[config.mk]
export PLATFORM = sky130hd
export DESIGN_NAME = ann_layer_sequencer_flat
export DESIGN_NICKNAME = d
export VERILOG_FILES = /design/src/rtl/ann_layer_sequencer_if.sv /design/src/rtl/ann_layer_sequencer.sv /design/src/flat_wrapper.sv
export SDC_FILE = /design/constraint.sdc
export NUM_CORES = 1
export LEC_CHECK = 0
export ABC_AREA = 1
export CAP_MARGIN = 20
export CELL_PAD_IN_SITES_DETAIL_PLACEMENT = 0
export CELL_PAD_IN_SITES_GLOBAL_PLACEMENT = 2
export CORE_MARGIN = 2
export CORE_UTILIZATION = 29
export DETAILED_ROUTE_END_ITERATION = 16
export PLACE_DENSITY = 0.92
export SLEW_MARGIN = 0
export SYNTH_ARGS = -nofsm -noshare
export SYNTH_HDL_FRONTEND = slang
export SYNTH_SLANG_ARGS = --single-unit
[constraint.sdc]
create_clock -name clk -period 2 [get_ports clk]
set_input_delay 0.6 -clock clk [delete_from_list [all_inputs] [get_ports clk]]
set_output_delay 0.6 -clock clk [all_outputs]
set_load 0.005 [all_outputs]
[src/rtl/ann_layer_sequencer_if.sv]
// Control bundle between the layer sequencer and its neighbours
// (memory loader, neuron array, layer output registers).
// master: sequencer side (drives strobes/status); slave: environment side.
// Ports: start_detecting, data_loaded, layer_done, abort (into sequencer);
//        max_input, coeff_ready, reset_accum, load_next, request_coef,
//        coef_select, cur_layer, done_processing, busy, timeout_err (out).
interface ann_layer_sequencer_if #(
  parameter int SIZE_W = 7,
  parameter int SEL_W  = 2
);
  logic              start_detecting;
  logic              data_loaded;
  logic              layer_done;
  logic              abort;
  logic [SIZE_W-1:0] max_input;
  logic              coeff_ready;
  logic              reset_accum;
  logic [SEL_W-1:0]  load_next;
  logic              request_coef;
  logic [SEL_W-1:0]  coef_select;
  logic [SEL_W-1:0]  cur_layer;
  logic              done_processing;
  logic              busy;
  logic              timeout_err;

  modport master (
    input  start_detecting, data_loaded, layer_done, abort,
    output max_input, coeff_ready, reset_accum, load_next, request_coef,
           coef_select, cur_layer, done_processing, busy, timeout_err
  );

  modport slave (
    output start_detecting, data_loaded, layer_done, abort,
    input  max_input, coeff_ready, reset_accum, load_next, request_coef,
           coef_select, cur_layer, done_processing, busy, timeout_err
  );
endinterface

[src/rtl/ann_layer_sequencer.sv]
// Purpose: steps one image pass through NUM_LAYERS layers (image load, per-layer coefficient fetch, compute, capture).
// Latency: all strobes/status registered, one cycle after the input that causes the state change; max_input follows cur_layer.
// Backpressure: none; the FSM waits in REQ_IMAGE/WAIT_COEF/WAIT_LAYER for data_loaded/layer_done, abort always wins.
// Ports: clk, n_rst (async active-low), bus (ann_layer_sequencer_if.master).
// Optional: define ANN_SEQ_WATCHDOG_EN to bound the three wait states by TIMEOUT_CYCLES
// (timeout -> IDLE and sticky timeout_err); without it waits are unbounded and timeout_err is 0.
module ann_layer_sequencer #(
  parameter int                           NUM_LAYERS     = 3,
  parameter int                           SIZE_W         = 7,
  parameter logic [NUM_LAYERS*SIZE_W-1:0] LAYER_IN_SIZES = {7'd8, 7'd16, 7'd64},
  parameter int                           TIMEOUT_CYCLES = 1023
) (
  input logic                   clk,
  input logic                   n_rst,
  ann_layer_sequencer_if.master bus
);
  localparam int               SEL_W   = $clog2(NUM_LAYERS + 1);
  localparam logic [SEL_W-1:0] IMG_SEL = '1;

  if (NUM_LAYERS < 1 || NUM_LAYERS > 7 || SIZE_W < 1 || TIMEOUT_CYCLES < 1) begin : g_cfg_err
    $error("ann_layer_sequencer: parameter out of range");
  end

  typedef enum logic [3:0] {
    IDLE, REQ_IMAGE, LOAD_IMAGE, REQ_COEF, WAIT_COEF, PAUSE_COEF,
    START_LAYER, WAIT_LAYER, INCR_LAYER, CHECK_DONE, DONE
  } state_t;

  state_t            state;
  logic [SEL_W-1:0]  cur_layer;
  logic [SEL_W-1:0]  coef_select;
  logic [SEL_W-1:0]  load_next;
  logic              request_coef;
  logic              reset_accum;
  logic              coeff_ready;
  logic              done_processing;
  logic              busy;
  logic              wd_expired;
  logic              timeout_err_q;
  logic [SIZE_W-1:0] max_input_c;

`ifdef ANN_SEQ_WATCHDOG_EN
  localparam int WD_W = $clog2(TIMEOUT_CYCLES + 1);
  logic [WD_W-1:0] wd_cnt;
  logic            wd_wait;

  // A wait state that is not being left this cycle; leaving (or any other
  // state) clears the count, which gives "clear on every state change".
  assign wd_wait = ((state == REQ_IMAGE || state == WAIT_COEF) && !bus.data_loaded) ||
                   (state == WAIT_LAYER && !bus.layer_done);
  // Fires on the cycle whose edge would bring the count to TIMEOUT_CYCLES.
  assign wd_expired = wd_wait && (wd_cnt == WD_W'(TIMEOUT_CYCLES - 1));

  always_ff @(posedge clk or negedge n_rst) begin
    if (!n_rst) begin
      wd_cnt        <= '0;
      timeout_err_q <= 1'b0;
    end else begin
      if (wd_wait && !bus.abort && !wd_expired) wd_cnt <= wd_cnt + WD_W'(1);
      else                                      wd_cnt <= '0;
      if (wd_expired && !bus.abort)
        timeout_err_q <= 1'b1;
      else if (state == IDLE && bus.start_detecting && !bus.abort)
        timeout_err_q <= 1'b0;
    end
  end
`else
  assign wd_expired    = 1'b0;
  assign timeout_err_q = 1'b0;
`endif

  // Outputs are registered on the transition into the state that owns them,
  // so each strobe is high for exactly the one cycle spent in that state.
  always_ff @(posedge clk or negedge n_rst) begin
    if (!n_rst) begin
      state           <= IDLE;
      cur_layer       <= '0;
      coef_select     <= '0;
      load_next       <= '0;
      request_coef    <= 1'b0;
      reset_accum     <= 1'b0;
      coeff_ready     <= 1'b0;
      done_processing <= 1'b0;
      busy            <= 1'b0;
    end else begin
      load_next       <= '0;
      request_coef    <= 1'b0;
      reset_accum     <= 1'b0;
      done_processing <= 1'b0;
      if (bus.abort || wd_expired) begin
        // Also covers abort in IDLE: start is ignored that cycle.
        state       <= IDLE;
        cur_layer   <= '0;
        coeff_ready <= 1'b0;
        busy        <= 1'b0;
      end else begin
        case (state)
          IDLE: if (bus.start_detecting) begin
            state       <= REQ_IMAGE;
            coef_select <= IMG_SEL;
            coeff_ready <= 1'b1;
            busy        <= 1'b1;
          end
          REQ_IMAGE: if (bus.data_loaded) begin
            state       <= LOAD_IMAGE;
            coeff_ready <= 1'b0;
            load_next   <= IMG_SEL;
          end
          LOAD_IMAGE: begin
            state        <= REQ_COEF;
            request_coef <= 1'b1;
            coef_select  <= cur_layer;
          end
          REQ_COEF:  state <= WAIT_COEF;
          WAIT_COEF: if (bus.data_loaded) state <= PAUSE_COEF;
          PAUSE_COEF: begin
            state       <= START_LAYER;
            reset_accum <= 1'b1;
          end
          START_LAYER: begin
            state       <= WAIT_LAYER;
            coeff_ready <= 1'b1;
          end
          WAIT_LAYER: if (bus.layer_done) begin
            state       <= INCR_LAYER;
            coeff_ready <= 1'b0;
            load_next   <= cur_layer + SEL_W'(1);
          end
          INCR_LAYER: begin
            state     <= CHECK_DONE;
            cur_layer <= cur_layer + SEL_W'(1);
          end
          CHECK_DONE: if (cur_layer == SEL_W'(NUM_LAYERS)) begin
            state           <= DONE;
            done_processing <= 1'b1;
          end else begin
            state        <= REQ_COEF;
            request_coef <= 1'b1;
            coef_select  <= cur_layer;
          end
          DONE: begin
            state     <= IDLE;
            cur_layer <= '0;
            busy      <= 1'b0;
          end
          default: begin
            state       <= IDLE;
            cur_layer   <= '0;
            coeff_ready <= 1'b0;
            busy        <= 1'b0;
          end
        endcase
      end
    end
  end

  // cur_layer == NUM_LAYERS (CHECK_DONE/DONE) keeps the last layer's size.
  always_comb begin
    max_input_c = LAYER_IN_SIZES[(NUM_LAYERS-1)*SIZE_W +: SIZE_W];
    for (int k = 0; k < NUM_LAYERS; k++) begin
      if (cur_layer == SEL_W'(k)) max_input_c = LAYER_IN_SIZES[k*SIZE_W +: SIZE_W];
    end
  end

  assign bus.max_input       = max_input_c;
  assign bus.coeff_ready     = coeff_ready;
  assign bus.reset_accum     = reset_accum;
  assign bus.load_next       = load_next;
  assign bus.request_coef    = request_coef;
  assign bus.coef_select     = coef_select;
  assign bus.cur_layer       = cur_layer;
  assign bus.done_processing = done_processing;
  assign bus.busy            = busy;
  assign bus.timeout_err     = timeout_err_q;
endmodule

[src/flat_wrapper.sv]
// flat-port wrapper written by rule: the top's interface ports become plain ports
module ann_layer_sequencer_flat 
#(
  parameter int                           NUM_LAYERS     = 3,
  parameter int                           SIZE_W         = 7,
  parameter logic [NUM_LAYERS*SIZE_W-1:0] LAYER_IN_SIZES = {7'd8, 7'd16, 7'd64},
  parameter int                           TIMEOUT_CYCLES = 1023
)
  (clk, n_rst, bus_start_detecting, bus_data_loaded, bus_layer_done, bus_abort, bus_max_input, bus_coeff_ready, bus_reset_accum, bus_load_next, bus_request_coef, bus_coef_select, bus_cur_layer, bus_done_processing, bus_busy, bus_timeout_err);
  ann_layer_sequencer_if #(.SIZE_W(SIZE_W), .SEL_W(2)) bus_i ();
  input logic clk;
  input logic n_rst;
  input wire logic [$bits(bus_i.start_detecting)-1:0] bus_start_detecting;
  input wire logic [$bits(bus_i.data_loaded)-1:0] bus_data_loaded;
  input wire logic [$bits(bus_i.layer_done)-1:0] bus_layer_done;
  input wire logic [$bits(bus_i.abort)-1:0] bus_abort;
  output wire logic [$bits(bus_i.max_input)-1:0] bus_max_input;
  output wire logic [$bits(bus_i.coeff_ready)-1:0] bus_coeff_ready;
  output wire logic [$bits(bus_i.reset_accum)-1:0] bus_reset_accum;
  output wire logic [$bits(bus_i.load_next)-1:0] bus_load_next;
  output wire logic [$bits(bus_i.request_coef)-1:0] bus_request_coef;
  output wire logic [$bits(bus_i.coef_select)-1:0] bus_coef_select;
  output wire logic [$bits(bus_i.cur_layer)-1:0] bus_cur_layer;
  output wire logic [$bits(bus_i.done_processing)-1:0] bus_done_processing;
  output wire logic [$bits(bus_i.busy)-1:0] bus_busy;
  output wire logic [$bits(bus_i.timeout_err)-1:0] bus_timeout_err;
  assign bus_i.start_detecting = bus_start_detecting;
  assign bus_i.data_loaded = bus_data_loaded;
  assign bus_i.layer_done = bus_layer_done;
  assign bus_i.abort = bus_abort;
  assign bus_max_input = bus_i.max_input;
  assign bus_coeff_ready = bus_i.coeff_ready;
  assign bus_reset_accum = bus_i.reset_accum;
  assign bus_load_next = bus_i.load_next;
  assign bus_request_coef = bus_i.request_coef;
  assign bus_coef_select = bus_i.coef_select;
  assign bus_cur_layer = bus_i.cur_layer;
  assign bus_done_processing = bus_i.done_processing;
  assign bus_busy = bus_i.busy;
  assign bus_timeout_err = bus_i.timeout_err;
  ann_layer_sequencer #(.NUM_LAYERS(NUM_LAYERS), .SIZE_W(SIZE_W), .LAYER_IN_SIZES(LAYER_IN_SIZES), .TIMEOUT_CYCLES(TIMEOUT_CYCLES)) u_core (.clk(clk), .n_rst(n_rst), .bus(bus_i));
endmodule
==> results of run 1 <==
## worst min path at each step
stage / startpoint / to / slack [ns] / cells after the start
after floorplan: n_rst / u_core.bus.busy / 0.30 / 0
after global placement: u_core.bus.coef_select[1] / u_core.bus.coef_select[1] / 0.45 / 2
after detailed placement: u_core.bus.coeff_ready / u_core.bus.coeff_ready / 0.46 / 2
after CTS: u_core.bus.coef_select[1] / u_core.bus.coef_select[1] / 0.48 / 2
after global routing: u_core.bus.coeff_ready / u_core.bus.coeff_ready / 0.49 / 2
final: u_core.bus.coef_select[0] / u_core.bus.coef_select[0] / 0.48 / 2
## flip-flops by register name, summed over array words and instances, names as in the netlist
name	count
u_core.bus.request_coef	1
u_core.bus.load_next	2
u_core.bus.coef_select	2
u_core.bus.done_processing	1
u_core.state	4
u_core.bus.coeff_ready	1
u_core.bus.busy	1
u_core.bus.reset_accum	1
u_core.bus.cur_layer	2
## synthesized netlist by cell type
| cell | count |
|---|---|
| nand2_1 | 21 |
| dfrtp_1 | 15 |
| nand3_1 | 14 |
| nor2_1 | 12 |
| inv_1 | 10 |
| buf_4 | 6 |
| ha_1 | 5 |
| nand2_2 | 5 |
| o21ai_0 | 4 |
| a21oi_1 | 3 |
| nor2_2 | 3 |
| nor2_4 | 3 |
| nor3_1 | 3 |
| inv_2 | 2 |
| nand3_2 | 2 |
| nor3_4 | 2 |
| a31oi_1 | 1 |
| and2_1 | 1 |
| conb_1 | 1 |
| nand2_4 | 1 |
| o21a_1 | 1 |
| o21ai_1 | 1 |
| o21ai_2 | 1 |
| o21bai_1 | 1 |
| o21bai_2 | 1 |
| or2_2 | 1 |
## cells by family after synthesis
logic type	synth area share [%]
fa+ha+maj	6.37
simple gates	37.6
compound gates	8.28
other cells	0.382
flops	38.2
buf+inv	9.17
## power by group
group | internal (W) | total (W) | leakage, nW | switching [W]
clock network | 0.0000776 | 0.000178 | 0.0150 | 0.000101
registers | 0.000362 | 0.000417 | 0.199 | 0.0000557
logic | 0.000195 | 0.000429 | 0.431 | 0.000234
## critical path: stages (launching register included)
cell and delay (ns):
dfrtp_1 0.39, buf_4 0.14, ha_1 0.17, or2_4 0.24, clkbuf_2 0.11
## area by class of cell
type	count	area, um2	area share (%)
Timing Repair Buffer	28	256	19.8
Tap cell	46	57.6	4.44
Inverter	12	45.0	3.48
Multi-Input combinational cell	91	534	41.3
Sequential cell	15	375	29.0
Clock buffer	4	26.3	2.03
## repair_timing
action                     4_1_cts  5_1_grt
buffers inserted                 5        0
resized for setup                7        3
setup endpoints to repair        3        2
## through the flow
| stage | instance area (um2) | utilization [%] |
|---|---|---|
| after global placement | 1230 | 37.4 |
| after CTS | 1290 | 39.4 |
| final | 1290 | 39.4 |
| after floorplan | 997 | - |
| after detailed placement | 1230 | 37.4 |
| after global routing | 1290 | 39.4 |
## metal layers
metal  routed length (um)  GRT usage [%]  vias to the layer above
li1                     -              -                      437
met1                  957           15.6                      390
met2                 1080           20.8                       17
met3                   65           1.27                        5
met4                   57           7.50                        0
met5                    0              0                        -
==> results.toml, run 1 <==
[synthesis]
synth_top_area_share_pct = 38.2
synthesis.area_um2 = 982
syn_area_per_cell_um2 = 8.18
yosysTopAreaCell = "dfrtp_1"
syn_inst = 120
ys_ff_latch = 15
synth_warnings = 0
yosysSeqAreaShare_pct = 38.2
ys_top_cells_by_area = "dfrtp_1 (38%), nand2_1 (8.0%), nand3_1 (7.1%)"
yosysUniqueCellTypes = 26

[route]
drt_iter0_markers = 30
drc = 0
via_count = 849
wire_per_inst_um = 11.0
ant_nets = 0
vias_per_cell = 4.33
first_pass_iters = 4
drt_wl_total_um = 2160

[clock_tree]
cts_root_buf = "clkbuf_4"
clock-sinks = 15
postCtsHoldBufs = 0
clock_path_buffers = 2
worstSkewPairLatency_ns = 0.29
tritoncts = "done"
numCtsBuffers = 3
clk_pin_slew_ns = 0.09
cts_max_level = 1

[power]
power_density_nw_per_um2 = 791
leakage_nw = 0.646
power_w = 0.00102
ir_drop_mv = 0.194

[timing]
min_period_ns = 1.93
max_freq_ghz = 0.517
finalHoldViolations = 0
postLayoutSetupSlackWorst_ns = 0.0672
rsz0062_at_grt = "no"
fin_setup_tns_ns = 0
hold_slack_ns = 0.476
fin_skew_ns = 0.000655
min_period_over_period_pct = 96.6
finalSetupViolations = 0
slew_violations = 0

[floorplanning]
die_h_um = 62.2
fp.dieW_um = 62.2
ioPinCount = 25
core_um2 = 3280
placementRows = 21
start_util_pct = 29.9
dieArea_um2 = 3870

[worst_setup_path]
crit_start = "u_core.bus.cur_layer[1]"
cp-start-kind = "register"
r2r-end = "u_core.bus.coef_select[1]"
crit_type = "reg2out"
crit_path_max_fanout = 2
cp_data_arrival_time_ns = 1.33
reg2reg_slack_ns = 0.47
r2r_cells = 10
r2r_start = "u_core.bus.cur_layer[1]"
cp.required_ns = 1.40
endpoint = "bus_max_input[3]"
crit_path_end_kind = "primary output"

[place]
gp_routability_congestion = 0.863
dp_cells = 187
place.port_buffers = 19
pre_cts_slack_ns = 0.0308
place_hpwl_um = 1680

[layout]
nNetsFinal = 162
drive_gt1_share_pct = 24.0
diodes = 0
final_common_cell = "nand2_1"
synthToLayoutAreaGrowth_pct = 31.8
instances_no_fill = 196
layout_common_cells = "nand2_1 (21), clkdlybuf4s50_1 (15), dfrtp_1 (15)"
n_fill_cell = 346

[outcome]
status = "finished clean"

[min_path]
hold_class = "reg2reg"

[global_route]
grt_first_pass_wirelength_um = 3780
grt.overflow.total = 0
grt_pass1_vias = 824
grt_usage_pct = 12.5
antenna_found_initial = 0
grt_max_degree = 16

[job]
cap_viol_max_count = 0
Power figures use the tool's default switching activity.
==> inputs of run 2 (changes only) <==
--- a/config.mk
+++ b/config.mk
@@ -5,14 +5,13 @@
 export SDC_FILE = /design/constraint.sdc
 export NUM_CORES = 1
 export LEC_CHECK = 0
-export ABC_AREA = 1
 export CAP_MARGIN = 20
 export CELL_PAD_IN_SITES_DETAIL_PLACEMENT = 0
 export CELL_PAD_IN_SITES_GLOBAL_PLACEMENT = 2
 export CORE_MARGIN = 2
-export CORE_UTILIZATION = 29
+export CORE_UTILIZATION = 30
 export DETAILED_ROUTE_END_ITERATION = 16
-export PLACE_DENSITY = 0.92
+export PLACE_DENSITY = 0.93
 export SLEW_MARGIN = 0
 export SYNTH_ARGS = -nofsm -noshare
 export SYNTH_HDL_FRONTEND = slang
==> constraint.sdc (replaced) <==
create_clock -name clk -period 2.3 [get_ports clk]
set_input_delay 0.69 -clock clk [delete_from_list [all_inputs] [get_ports clk]]
set_output_delay 0.69 -clock clk [all_outputs]
set_load 0.005 [all_outputs]
==> run 2 against run 1 <==
  * Highest routed layer unchanged
  * First-iteration DRC count down 77%
  * Largest cell class unchanged
  * Critical path depth down 1
  * Core utilization grew 1.6 points
  * Sequential power decreased by 14%
  * Power down 19%
  * Critical path type unchanged
  * Flip-flop and latch count did not move
  * Area after synthesis down 2.2%
  * Sequential share of layout area grew 1.2 points
  * Clock skew increased by 0.0024 ns
  * Largest power group is now registers
  * Wire length is 0.14% higher
  * Die area decreased by 5.1%
==> results.toml, run 2 <==
[route]
drt_iter0_markers = 7
drt_wl_total_um = 2160
wire_per_inst_um = 12.3
ant_nets = 0
first_pass_iters = 4
via_count = 842
drc = 0
vias_per_cell = 4.78

[synthesis]
syn_inst = 107
synth_ff_type = "dfrtp_1"
ys_top_cells_by_area = "dfrtp_1 (39%), ha_1 (6.5%), buf_4 (3.9%)"
yosysSeqAreaShare_pct = 39.1
synth_most_common_cell = "dfrtp_1"
yosysUniqueCellTypes = 38
synth_top_area_share_pct = 39.1
yosysTopAreaCell = "dfrtp_1"
synth_warnings = 0
ys_top_cells_by_count = "dfrtp_1 (15), inv_1 (9), nand2_1 (8)"
ys_ff_latch = 15
syn_area_per_cell_um2 = 8.98
async_reset_ff_share_pct = 100
synth_edf_count = 0
synthesis.area_um2 = 961

[layout]
synthToLayoutAreaGrowth_pct = 30.3
layout_common_cells = "clkdlybuf4s50_1 (17), dfrtp_1 (13), buf_4 (10)"
multi_input_comb_area_um2 = 493
final_cell_area_um2 = 1250
n_fill_cell = 329
final_common_cell = "clkdlybuf4s50_1"
regMostFlops = "u_core.state"
diodes = 0
largest_reg_flops = 4
nNetsFinal = 144
drive_gt1_share_pct = 15.2
seqCellArea_um2 = 378

[power]
internal_power_w = 0.000555
power_frac_seq_pct = 42.9
ir_drop_mv = 0.282
power_density_nw_per_um2 = 665
combPwrFrac_pct = 39.1
power.share.clock_pct = 18.0
leakage_nw = 0.553
switching_share_pct = 33.3
p_sw_w = 0.000277

[global_route]
antenna_found_initial = 0
grt_max_degree = 17
grt.overflow.total = 0
grt_first_pass_wirelength_um = 3540
grt_usage_pct = 13.0
grt_pass1_vias = 763

[timing]
finalSetupViolations = 0
min_period_ns = 2.17
hold_slack_ns = 0.490
finalHoldViolations = 0
slew_violations = 0
rsz0062_at_grt = "no"
min_period_over_period_pct = 94.5
max_freq_ghz = 0.460
fin_skew_ns = 0.00305
fin_setup_tns_ns = 0

[min_path]
hold_path_depth = 1
hold_class = "reg2reg"

[floorplanning]
fp.dieW_um = 60.6
placementRows = 20
start_util_pct = 31.5
dieArea_um2 = 3670
ioPinCount = 25
die_h_um = 60.6
core_um2 = 3050

[clock_tree]
numCtsBuffers = 3
clk_pin_slew_ns = 0.08
cts_max_level = 1
clock-sinks = 15
clock_path_buffers = 2
postCtsHoldBufs = 0
worstSkewPairLatency_ns = 0.28
cts_root_buf = "clkbuf_4"
tritoncts = "done"

[place]
gp_routability_congestion = 0.732
dpl_cell_area_um2 = 1200
place.port_buffers = 19
place_hpwl_um = 1590

[worst_setup_path]
crit_path_end_kind = "primary output"
crit_type = "reg2out"
crit_path_max_fanout = 5
r2r_cells = 4
cp.required_ns = 1.61
cp_data_arrival_time_ns = 1.48
cp-start-kind = "register"

[outcome]
status = "finished clean"

[job]
cap_viol_max_count = 0
[run 2: changes by cell type in the layout (fill, tap and decap cells not counted), moves of 4 or more]
cell / change
nand2_1: -13
nand3_1: -10
nor2_1: -6
nand2_2: -5
inv_2: -4
[run 2: worst max-delay path, stage by stage (launching register included)]
cell             delay (ns)
dfrtp_2                0.42
buf_4                  0.16
ha_1                   0.19
clkdlybuf4s50_1        0.44
[run 2: layout make-up]
type | instances | share of cell area (%)
sequential | 15 | 30.2
timing repair buffer | 29 | 21.3
inverter | 9 | 2.70
multi-input combinational | 75 | 39.4
tap | 44 | 4.40
clock buffer | 4 | 2.10
[run 2: final timing paths]
kind                                           start                        end  slack, ns
max                          u_core.bus.cur_layer[0]           bus_max_input[4]       0.13
min                        u_core.bus.coef_select[0]  u_core.bus.coef_select[0]       0.49
max reg2reg                          u_core.state[1]     u_core.bus.coeff_ready       0.27
min reg2reg                u_core.bus.coef_select[0]  u_core.bus.coef_select[0]       0.49
max in group asynchronous                      n_rst    u_core.bus.cur_layer[1]       1.39
min in group asynchronous                      n_rst            u_core.state[0]       0.72
[run 2: repair_timing]
| item | in CTS | in global routing |
|---|---|---|
| setup endpoints to repair | 2 | 1 |
| gates resized for setup | 3 | 1 |
| buffers inserted | 3 | 0 |
[run 2: cell families after synthesis]
kind of cell,synth area share [%]
adders and majority gates,6.51
muxes,3.26
and+or+nand+nor,20.3
AOI/OAI and AO/OA,17.4
xor gates and xnor gates,1.82
buffers and inverters,11.2
DFF,39.1
other,0.390
[run 2: power by group through the flow]
stage	clock, W	sequential (W)	combinational, W
final	0.000150	0.000357	0.000325
after global routing	0.000169	0.000364	0.000359
after CTS	0.000159	0.000357	0.000327
after detailed placement	0	0.000362	0.000326
after global placement	0	0.000361	0.000321
after floorplan	0	0.000342	0.000211
[run 2: layer usage]
| layer | track usage [%] | vias up | share of wire, % |
|---|---|---|---|
| li1 | - | 420 | - |
| met1 | 15.9 | 400 | 46 |
| met2 | 22.0 | 20 | 48 |
| met3 | 3.20 | 2 | 4.2 |
| met4 | 5.28 | 0 | 1.4 |
| met5 | 0 | - | 0 |
[run 2: per-stage QoR]
step                      setup WS [ns]  util [%]  instances  total power, W
after floorplan                   0.365         -        111        0.000552
after global placement          -0.0595      39.3        169        0.000682
after detailed placement        -0.0849      39.3        169        0.000689
after CTS                        0.0545      40.9        176        0.000843
after global routing             0.0586      41.0        176        0.000891
final                             0.127      41.0        176        0.000832
